### src/rtl/wb_pkg.sv
// Shared definitions for the writeback stage: load size/sign codes and the
// canonical NOP used to fill bubbles.
package wb_pkg;

    localparam logic [2:0] F3_LB  = 3'b000;
    localparam logic [2:0] F3_LH  = 3'b001;
    localparam logic [2:0] F3_LW  = 3'b010;
    localparam logic [2:0] F3_LBU = 3'b100;
    localparam logic [2:0] F3_LHU = 3'b101;
    localparam logic [2:0] F3_LWU = 3'b110;

    // addi x0, x0, 0
    localparam logic [31:0] NOP_INSTR = 32'h0000_0013;

endpackage : wb_pkg

### src/rtl/wb_load_ext.sv
// Load-data extension: sign or zero extends the right-aligned load value
// according to the load size code. Unknown sizes pass the data through.
module wb_load_ext
    import wb_pkg::*;
#(
    parameter int XLEN = 32
) (
    input  logic [2:0]      funct3,
    input  logic [XLEN-1:0] data,
    output logic [XLEN-1:0] ext_data
);

    // Select the extension; size casts of signed slices give sign extension.
    always_comb begin
        ext_data = data;
        case (funct3)
            F3_LB:   ext_data = XLEN'($signed(data[7:0]));
            F3_LH:   ext_data = XLEN'($signed(data[15:0]));
            F3_LW:   ext_data = XLEN'($signed(data[31:0]));
            F3_LBU:  ext_data = XLEN'(data[7:0]);
            F3_LHU:  ext_data = XLEN'(data[15:0]);
            F3_LWU:  ext_data = XLEN'(data[31:0]);
            default: ext_data = data;
        endcase
    end

endmodule : wb_load_ext

### src/rtl/wb_stage_pipe.sv
// MEM-to-WB pipeline register. Selects ALU or extended load data, suppresses
// writes to x0, handles stall/flush and counts retired instructions.
module wb_stage_pipe
    import wb_pkg::*;
#(
    parameter int XLEN  = 32,
    parameter int RA_W  = 5,
    parameter int CNT_W = 32
) (
    input  logic             clk,
    input  logic             reset,
    input  logic             mem_valid,
    input  logic             mem_regwrite,
    input  logic             mem_memtoreg,
    input  logic [2:0]       mem_funct3,
    input  logic [RA_W-1:0]  mem_rd,
    input  logic [RA_W-1:0]  mem_rs1,
    input  logic [RA_W-1:0]  mem_rs2,
    input  logic [XLEN-1:0]  mem_alu_result,
    input  logic [XLEN-1:0]  mem_load_data,
    input  logic [31:0]      mem_instr,
    input  logic             wb_stall,
    input  logic             wb_flush,
    output logic             wb_valid,
    output logic             wb_regwrite,
    output logic [RA_W-1:0]  wb_rd,
    output logic [XLEN-1:0]  wb_write_data,
    output logic [RA_W-1:0]  wb_rs1,
    output logic [RA_W-1:0]  wb_rs2,
    output logic [31:0]      wb_instr,
    output logic [XLEN-1:0]  last_wb_data,
    output logic [CNT_W-1:0] retire_count,
    output logic             retire_pulse
);

    logic [XLEN-1:0] ext_data_s;
    logic [XLEN-1:0] sel_data_s;
    logic            wen_s;

    wb_load_ext #(
        .XLEN(XLEN)
    ) u_load_ext (
        .funct3  (mem_funct3),
        .data    (mem_load_data),
        .ext_data(ext_data_s)
    );

    // Result mux and effective write enable (x0 is never written).
    always_comb begin
        if (mem_memtoreg) begin
            sel_data_s = ext_data_s;
        end else begin
            sel_data_s = mem_alu_result;
        end
        wen_s = mem_regwrite & (mem_rd != {RA_W{1'b0}});
    end

    // WB register with flush > stall > normal priority; counter and last data.
    always_ff @(posedge clk or posedge reset) begin
        if (reset) begin
            wb_valid      <= 1'b0;
            wb_regwrite   <= 1'b0;
            wb_rd         <= {RA_W{1'b0}};
            wb_rs1        <= {RA_W{1'b0}};
            wb_rs2        <= {RA_W{1'b0}};
            wb_write_data <= {XLEN{1'b0}};
            wb_instr      <= NOP_INSTR;
            last_wb_data  <= {XLEN{1'b0}};
            retire_count  <= {CNT_W{1'b0}};
            retire_pulse  <= 1'b0;
        end else if (wb_flush) begin
            wb_valid      <= 1'b0;
            wb_regwrite   <= 1'b0;
            wb_rd         <= {RA_W{1'b0}};
            wb_rs1        <= {RA_W{1'b0}};
            wb_rs2        <= {RA_W{1'b0}};
            wb_write_data <= {XLEN{1'b0}};
            wb_instr      <= NOP_INSTR;
            retire_pulse  <= 1'b0;
        end else if (wb_stall) begin
            retire_pulse  <= 1'b0;
        end else begin
            wb_valid      <= mem_valid;
            wb_regwrite   <= mem_valid & wen_s;
            wb_rd         <= mem_rd;
            wb_rs1        <= mem_rs1;
            wb_rs2        <= mem_rs2;
            wb_write_data <= sel_data_s;
            wb_instr      <= mem_instr;
            retire_pulse  <= mem_valid;
            if (mem_valid) begin
                retire_count <= retire_count + {{(CNT_W-1){1'b0}}, 1'b1};
            end else begin
                retire_count <= retire_count;
            end
            if (mem_valid & wen_s) begin
                last_wb_data <= sel_data_s;
            end else begin
                last_wb_data <= last_wb_data;
            end
        end
    end

endmodule : wb_stage_pipe

### config.mk
export PLATFORM = sky130hd
export DESIGN_NAME = wb_stage_pipe
export DESIGN_NICKNAME = d
export VERILOG_FILES = /design/src/rtl/wb_pkg.sv /design/src/rtl/wb_load_ext.sv /design/src/rtl/wb_stage_pipe.sv
export SDC_FILE = /design/constraint.sdc
export NUM_CORES = 1
export LEC_CHECK = 0
export CORE_ASPECT_RATIO = 0.75
export CORE_MARGIN = 2
export CORE_UTILIZATION = 43
export CTS_CLUSTER_SIZE = 24
export DETAILED_ROUTE_END_ITERATION = 7
export GPL_TIMING_DRIVEN = 0
export MAX_ROUTING_LAYER = met4
export PLACE_DENSITY = 0.81
export SYNTH_ARGS = -nofsm -noshare
export SYNTH_HDL_FRONTEND = slang
export SYNTH_SLANG_ARGS = --single-unit
### constraint.sdc
create_clock -name clk -period 4.8 [get_ports clk]
set_input_delay 0.48 -clock clk [delete_from_list [all_inputs] [get_ports clk]]
set_output_delay 0.48 -clock clk [all_outputs]
set_load 0.02 [all_outputs]
==> run metrics, run 1 <==
CP bufs+invs 4; ant diodes 0; #FFs+latches synth 146; crit-path max cell delay 0.57 ns; total die area 15,800 um^2; HP Start wb_flush; First-pass DRT Iterations 5; FMAX 409 MHz; Post-synth top cells 143 x dfrtp_1, 95 x nor2_1, 62 x mux2i_1; reg2reg setup slack 2.99 ns; initial antenna violation count 0; H-tree depth 4; hold crit path type input port to flop; CP delay by family, top buffers and inverters; critical path, cell by cell clkdlybuf4s50_1, clkbuf_1, buf_1, buf_2, mux2i_1, nor2_1; critical path endpoint category flop; Seq/Total Area, Yosys 0.575; CTS sink count 146; worst rel slew slack 0.382; share of layout cells above drive strength 1 0.0757; final worst setup slack 2.36 ns; pins over their slew limit 0; Flop pwr share 0.410; RR Startpoint retire_count[13]; Mapped Cells 577; setup violators final 0; DR iter-0 viols 262; cell taking the most area after synthesis dfrtp_1; min Tclk post-route 2.44 ns; final wirelength 19,100 um; GR Overflow Total 0; first-pass GRT wire length 29,500 um; worst skew pair latency 0.41 ns; clock skew 0.00856 ns; Pwr Density 355 nW/um^2; HPWL after DPL 14,200 um; max-cap violations 0; top_reg_cell synth dfrtp_1; TritonCTS clock tree yes; switching component of the power 0.00101 W; input/output buffers 262; die height 109 um; status finished, final reports clean; Critical Path RT 5.07 ns; RSZ-0062 raised after global routing false; count of final hold-check violations 0; EDFF count, synth 0; Syn. warnings 0; GPL Wtd Cong 0.887; total CTS buffers 17; Crit Path Max Fanout 10; Comb pwr share 0.224; Via Count 5,412; Mapped Avg Cell Area 11.0 um^2; DP Area 9270 um^2; Leak 4.36 nW; Worst setup SP type input port; all-layer global routing usage 0.255; pre-CTS WS 1.94 ns; remaining routing DRC violations 0; Pint 0.00248 W; top cells by area in the synthesized netlist dfrtp_1 56%, mux2i_1 9.8%, nor2_1 5.6%; num rows 38; crit path DAT 2.72 ns; most common cell in the netlist dfrtp_1; Final ANT Viol Nets 0; die width 144 um; Final period util 0.509; Root Buffer clkbuf_16; Max VDD drop 0.000264 V; Routed WL per cell 17.8 um; Worst-Margin Slew 0.927 ns; Core Box Area 14,500 um^2; register clock-pin slew on the reported worst setup and hold paths 0.07 ns; Syn Std Cell Area 6360 um^2; syn nets 699; Layout Nets 981; number of global-route vias before repair 5,478; Hold Path Sink wb_write_data[25]; post-CTS setup buffers 0; Tot Pwr 0.00349 W; hold path cells 2; Starting Density 0.440; Top Ports 267; Reg2Reg Depth 5; Bufs on Longest Clock Path 2; r2r endpoint retire_count[31]; Async SR Flop Fraction 1.00; Sw Ratio 0.291; synth-to-layout area growth 54.6%; Worst Path Class, Setup input port to flop; number of hold buffers added after CTS 0; Resize count post-CTS 0; share of the synthesized area in the top cell type 0.562; fin area 9840 um^2; Clock Power Share 0.365; via/cell ratio 5.05; CP max-delay cell buf_1; largest net degree at the start of global routing 83; Yosys cell types 40
[how the worst max path moves through the flow]
stage / from / to / slack, ns / depth (start not counted)
finish: wb_stall / wb_instr[20] / 2.36 / 6
global placement: reset / wb_write_data[30] / -1.67 / 2
floorplan: reset / last_wb_data[0] / 0.40 / 1
detailed placement: wb_stall / wb_instr[5] / 1.94 / 6
global route: wb_stall / wb_instr[20] / 2.24 / 6
CTS: wb_stall / wb_instr[20] / 2.36 / 6
[through the flow]
| stage | cells | hold WS, ns | util | setup TNS [ns] |
|---|---|---|---|---|
| after floorplan | 577 | 0.578 | - | 0 |
| after global placement | 1039 | 0.458 | 0.639 | -237.46 |
| after detailed placement | 1040 | 0.460 | 0.641 | 0 |
| after CTS | 1072 | 0.319 | 0.681 | 0 |
| after global routing | 1072 | 0.321 | 0.681 | 0 |
| final | 1072 | 0.332 | 0.681 | 0 |
[power by group through the flow]
stage	Sequential [W]	Combinational [W]	Clock, W
after floorplan	0.00160	0.000212	0
after global placement	0.00145	0.000774	0
after detailed placement	0.00145	0.000786	0
after CTS	0.00143	0.000789	0.00129
after global routing	0.00145	0.000840	0.00135
final	0.00143	0.000783	0.00128
[layer usage]
metal / routed length, um / share of wire / track usage
met1: 8460 / 0.44 / 0.337
met2: 8790 / 0.46 / 0.386
met3: 1370 / 0.072 / 0.0618
met4: 470 / 0.025 / 0.0950
met5: 0 / 0 / -
[sequential cells by signal, indices dropped and copies added, names as in the netlist]
signal and cells:
wb_instr 32, wb_rd 5, wb_write_data 32, wb_rs2 5, retire_pulse 1, wb_rs1 5, last_wb_data 32, wb_regwrite 1
wb_valid 1, retire_count 32
[logic make-up after synthesis]
group | share of synthesized area
XOR/XNOR | 0.0427
buffers and inverters | 0.0362
adder cells (fa/ha/maj) | 0.00197
AND/OR/NAND/NOR | 0.142
AO/OA/AOI/OAI | 0.0910
multiplexers | 0.112
flip-flops | 0.575
[placed cells by master, fill, tap and decap left out, types with 4 or more instances in the layout]
cell	Yosys	routed
and3_1	6	6
mux2i_1	62	62
nand3_1	12	12
nand2_1	57	57
clkbuf_16	0	17
buf_2	9	9
o41ai_1	16	16
nor2_1	95	95
buf_1	7	7
dfrtp_1	143	143
nor2b_1	4	4
o21ai_0	15	15
clkdlybuf4s50_1	0	262
clkbuf_1	20	22
and4_1	4	4
buf_6	6	6
mux2_2	7	7
o31ai_1	16	16
xnor2_1	27	27
xor2_1	4	4
inv_6	0	6
nand4_1	8	8
a31oi_1	8	8
a21oi_1	24	24
[layout make-up]
class	count	area (um^2)
buffer	43	221
timing repair buffer	263	2650
multi-input combinational	386	2480
inverter	2	13.8
fill	1162	4620
sequential	146	3660
tap	200	250
clock buffer	20	447
clock inverter	12	123
Note: power is estimated with default switching activity, not from simulation.
==> run 2: changes to the inputs <==
--- a/config.mk
+++ b/config.mk
@@ -7,12 +7,12 @@
 export LEC_CHECK = 0
 export CORE_ASPECT_RATIO = 0.75
 export CORE_MARGIN = 2
-export CORE_UTILIZATION = 43
+export CORE_UTILIZATION = 39
 export CTS_CLUSTER_SIZE = 24
 export DETAILED_ROUTE_END_ITERATION = 7
 export GPL_TIMING_DRIVEN = 0
 export MAX_ROUTING_LAYER = met4
-export PLACE_DENSITY = 0.81
+export PLACE_DENSITY = 0.77
 export SYNTH_ARGS = -nofsm -noshare
 export SYNTH_HDL_FRONTEND = slang
 export SYNTH_SLANG_ARGS = --single-unit
==> constraint.sdc (replaced) <==
create_clock -name clk -period 2 [get_ports clk]
set_input_delay 0.2 -clock clk [delete_from_list [all_inputs] [get_ports clk]]
set_output_delay 0.2 -clock clk [all_outputs]
set_load 0.02 [all_outputs]
==> run 2 against run 1 <==
Effect of this change: clock power increased to 2.7 times the previous value; cell count increased by 1.1%; worst setup slack got worse by 2.2 ns; largest power group is now clock; critical path depth decreased by 1; flip-flop and latch count unchanged; power increased to 2.5 times the previous value; clock skew decreased by 0.0043 ns; clock-buffer cell count decreased by 2; routed wire length increased by 3.0%; final area increased by 1.2%.
==> run metrics, run 2 (synthesized netlist as in run 1, its figures left out) <==
HP Start wb_flush; DR iter-0 viols 230; total die area 17,400 um^2; Finished Layout Cells 1,084; total negative slack 0 ns; worst hold slack 0.0343 ns; TritonCTS clock tree yes; final wirelength 19,700 um; most common cell after layout, fill and taps aside clkdlybuf4s50_1; GPL Wtd Cong 0.899; ant diodes 0; Pwr Density 881 nW/um^2; CP bufs+invs 1; crit path DAT 2.16 ns; CP delay by family, top simple AND/OR/NAND/NOR gates; GR Overflow Total 0; CTS sink count 146; via/cell ratio 5.11; register clock-pin slew on the reported worst setup and hold paths 0.07 ns; storage element area 3660 um^2; setup violators final 0; Multi-input gate area 2480 um^2; Critical Path RT 2.30 ns; Worst setup SP type flop; Max VDD drop 0.000590 V; CP max-delay cell dfrtp_1; num rows 40; RSZ-0062 raised after global routing false; status finished, final reports clean; hold path cells 2; critical path, cell by cell and4_1, and4_1, clkbuf_1, nand4_1, xnor2_1; hold crit path type input port to flop; Top Ports 267; Bufs on Longest Clock Path 2; FMAX 536 MHz; Final period util 0.934; worst skew pair latency 0.41 ns; final core occ 0.622; worst rel slew slack 0.460; Leak 4.42 nW; Layout Nets 983; input/output buffers 262; min Tclk post-route 1.87 ns; max-cap violations 0; all-layer global routing usage 0.239; Starting Density 0.397; HPWL after DPL 14,600 um; largest net degree at the start of global routing 42; Via Count 5,535; First-pass DRT Iterations 5; Worst Path Class, Setup flop to flop; clock skew 0.00425 ns; Root Buffer clkbuf_16; Placed Cells 1,052; synth-to-layout area growth 56.4%; RR Startpoint retire_count[13]; remaining routing DRC violations 0; Final ANT Viol Nets 0; first-pass GRT wire length 30,600 um; total CTS buffers 17; commonest cells after routing, fill and taps aside 262 x clkdlybuf4s50_1, 143 x dfrtp_1, 95 x nor2_1; reg2reg setup slack 0.13 ns; Hold Path Sink wb_write_data[29]; count of final hold-check violations 0; initial antenna violation count 0; Reg2Reg Depth 5; critical path endpoint category flop; r2r endpoint retire_count[26]; fillers 1,328; die height 115 um; cell mode on critical path and4_1; die width 152 um; Routed WL per cell 18.1 um; Core Box Area 16,000 um^2; pins over their slew limit 0; Tot Pwr 0.00877 W; share of layout cells above drive strength 1 0.0824; Worst-Margin Slew 0.811 ns; Crit Path Max Fanout 10; crit-path max cell delay 0.46 ns; number of global-route vias before repair 5,725; H-tree depth 4
## run 2: changes by cell type in the layout (fill, tap and decap cells not counted), sizes merged
cell | before | now
bufinv | 1 | 4
clkbuf | 40 | 38
buf | 24 | 26
inv | 6 | 4
clkinvlp | 3 | 2
clkinv | 4 | 6
## run 2: through the flow
stage / area, um^2 / worst slack (ns)
6_report: 9960 / 0.133
5_1_grt: 9960 / 0.00657
4_1_cts: 9950 / 0.0881
3_5_place_dp: 9310 / -0.618
3_3_place_gp: 9250 / -1.37
2_1_floorplan: 6370 / -0.0306
## run 2: worst max path at each step
stage | cells past startpoint | to | start | slack, ns
finish | 5 | retire_count[26] | retire_count[13] | 0.13
global route | 5 | retire_count[23] | retire_count[13] | 0.007
CTS | 6 | wb_instr[11] | wb_stall | 0.09
detailed placement | 6 | wb_instr[11] | wb_stall | -0.62
global placement | 2 | wb_instr[20] | reset | -1.37
floorplan | 1 | last_wb_data[0] | reset | -0.03
## run 2: cell type report
class | instances | area share
plain buffers | 43 | 0.0225
clock buffers | 18 | 0.0441
clock inverters | 14 | 0.0202
inverters | 2 | 0.00126
multi-input cells | 386 | 0.249
flip-flops and latches | 146 | 0.367
well taps | 210 | 0.0264
repair buffers | 265 | 0.269
## run 2: repair_timing
item	in CTS	in global routing
resized for setup	1	2
buffers inserted	0	0
hold buffers	0	0
setup endpoints to repair	20	23
hold endpoints to repair	0	0
## run 2: report_power, final
part / total, W / switching, W / leakage, nW / internal [W]
Combinational: 0.00189 / 0.000949 / 2.19 / 0.000937
Clock: 0.00345 / 0.00130 / 0.313 / 0.00215
Sequential: 0.00344 / 0.000198 / 1.92 / 0.00324
## run 2: routing by layer
| metal | up-vias | share of wire | track usage |
|---|---|---|---|
| met5 | - | 0 | - |
| met4 | 0 | 0.023 | 0.0926 |
| met3 | 34 | 0.088 | 0.0733 |
| met2 | 244 | 0.44 | 0.355 |
| met1 | 2682 | 0.44 | 0.309 |
| li1 | 2575 | - | - |
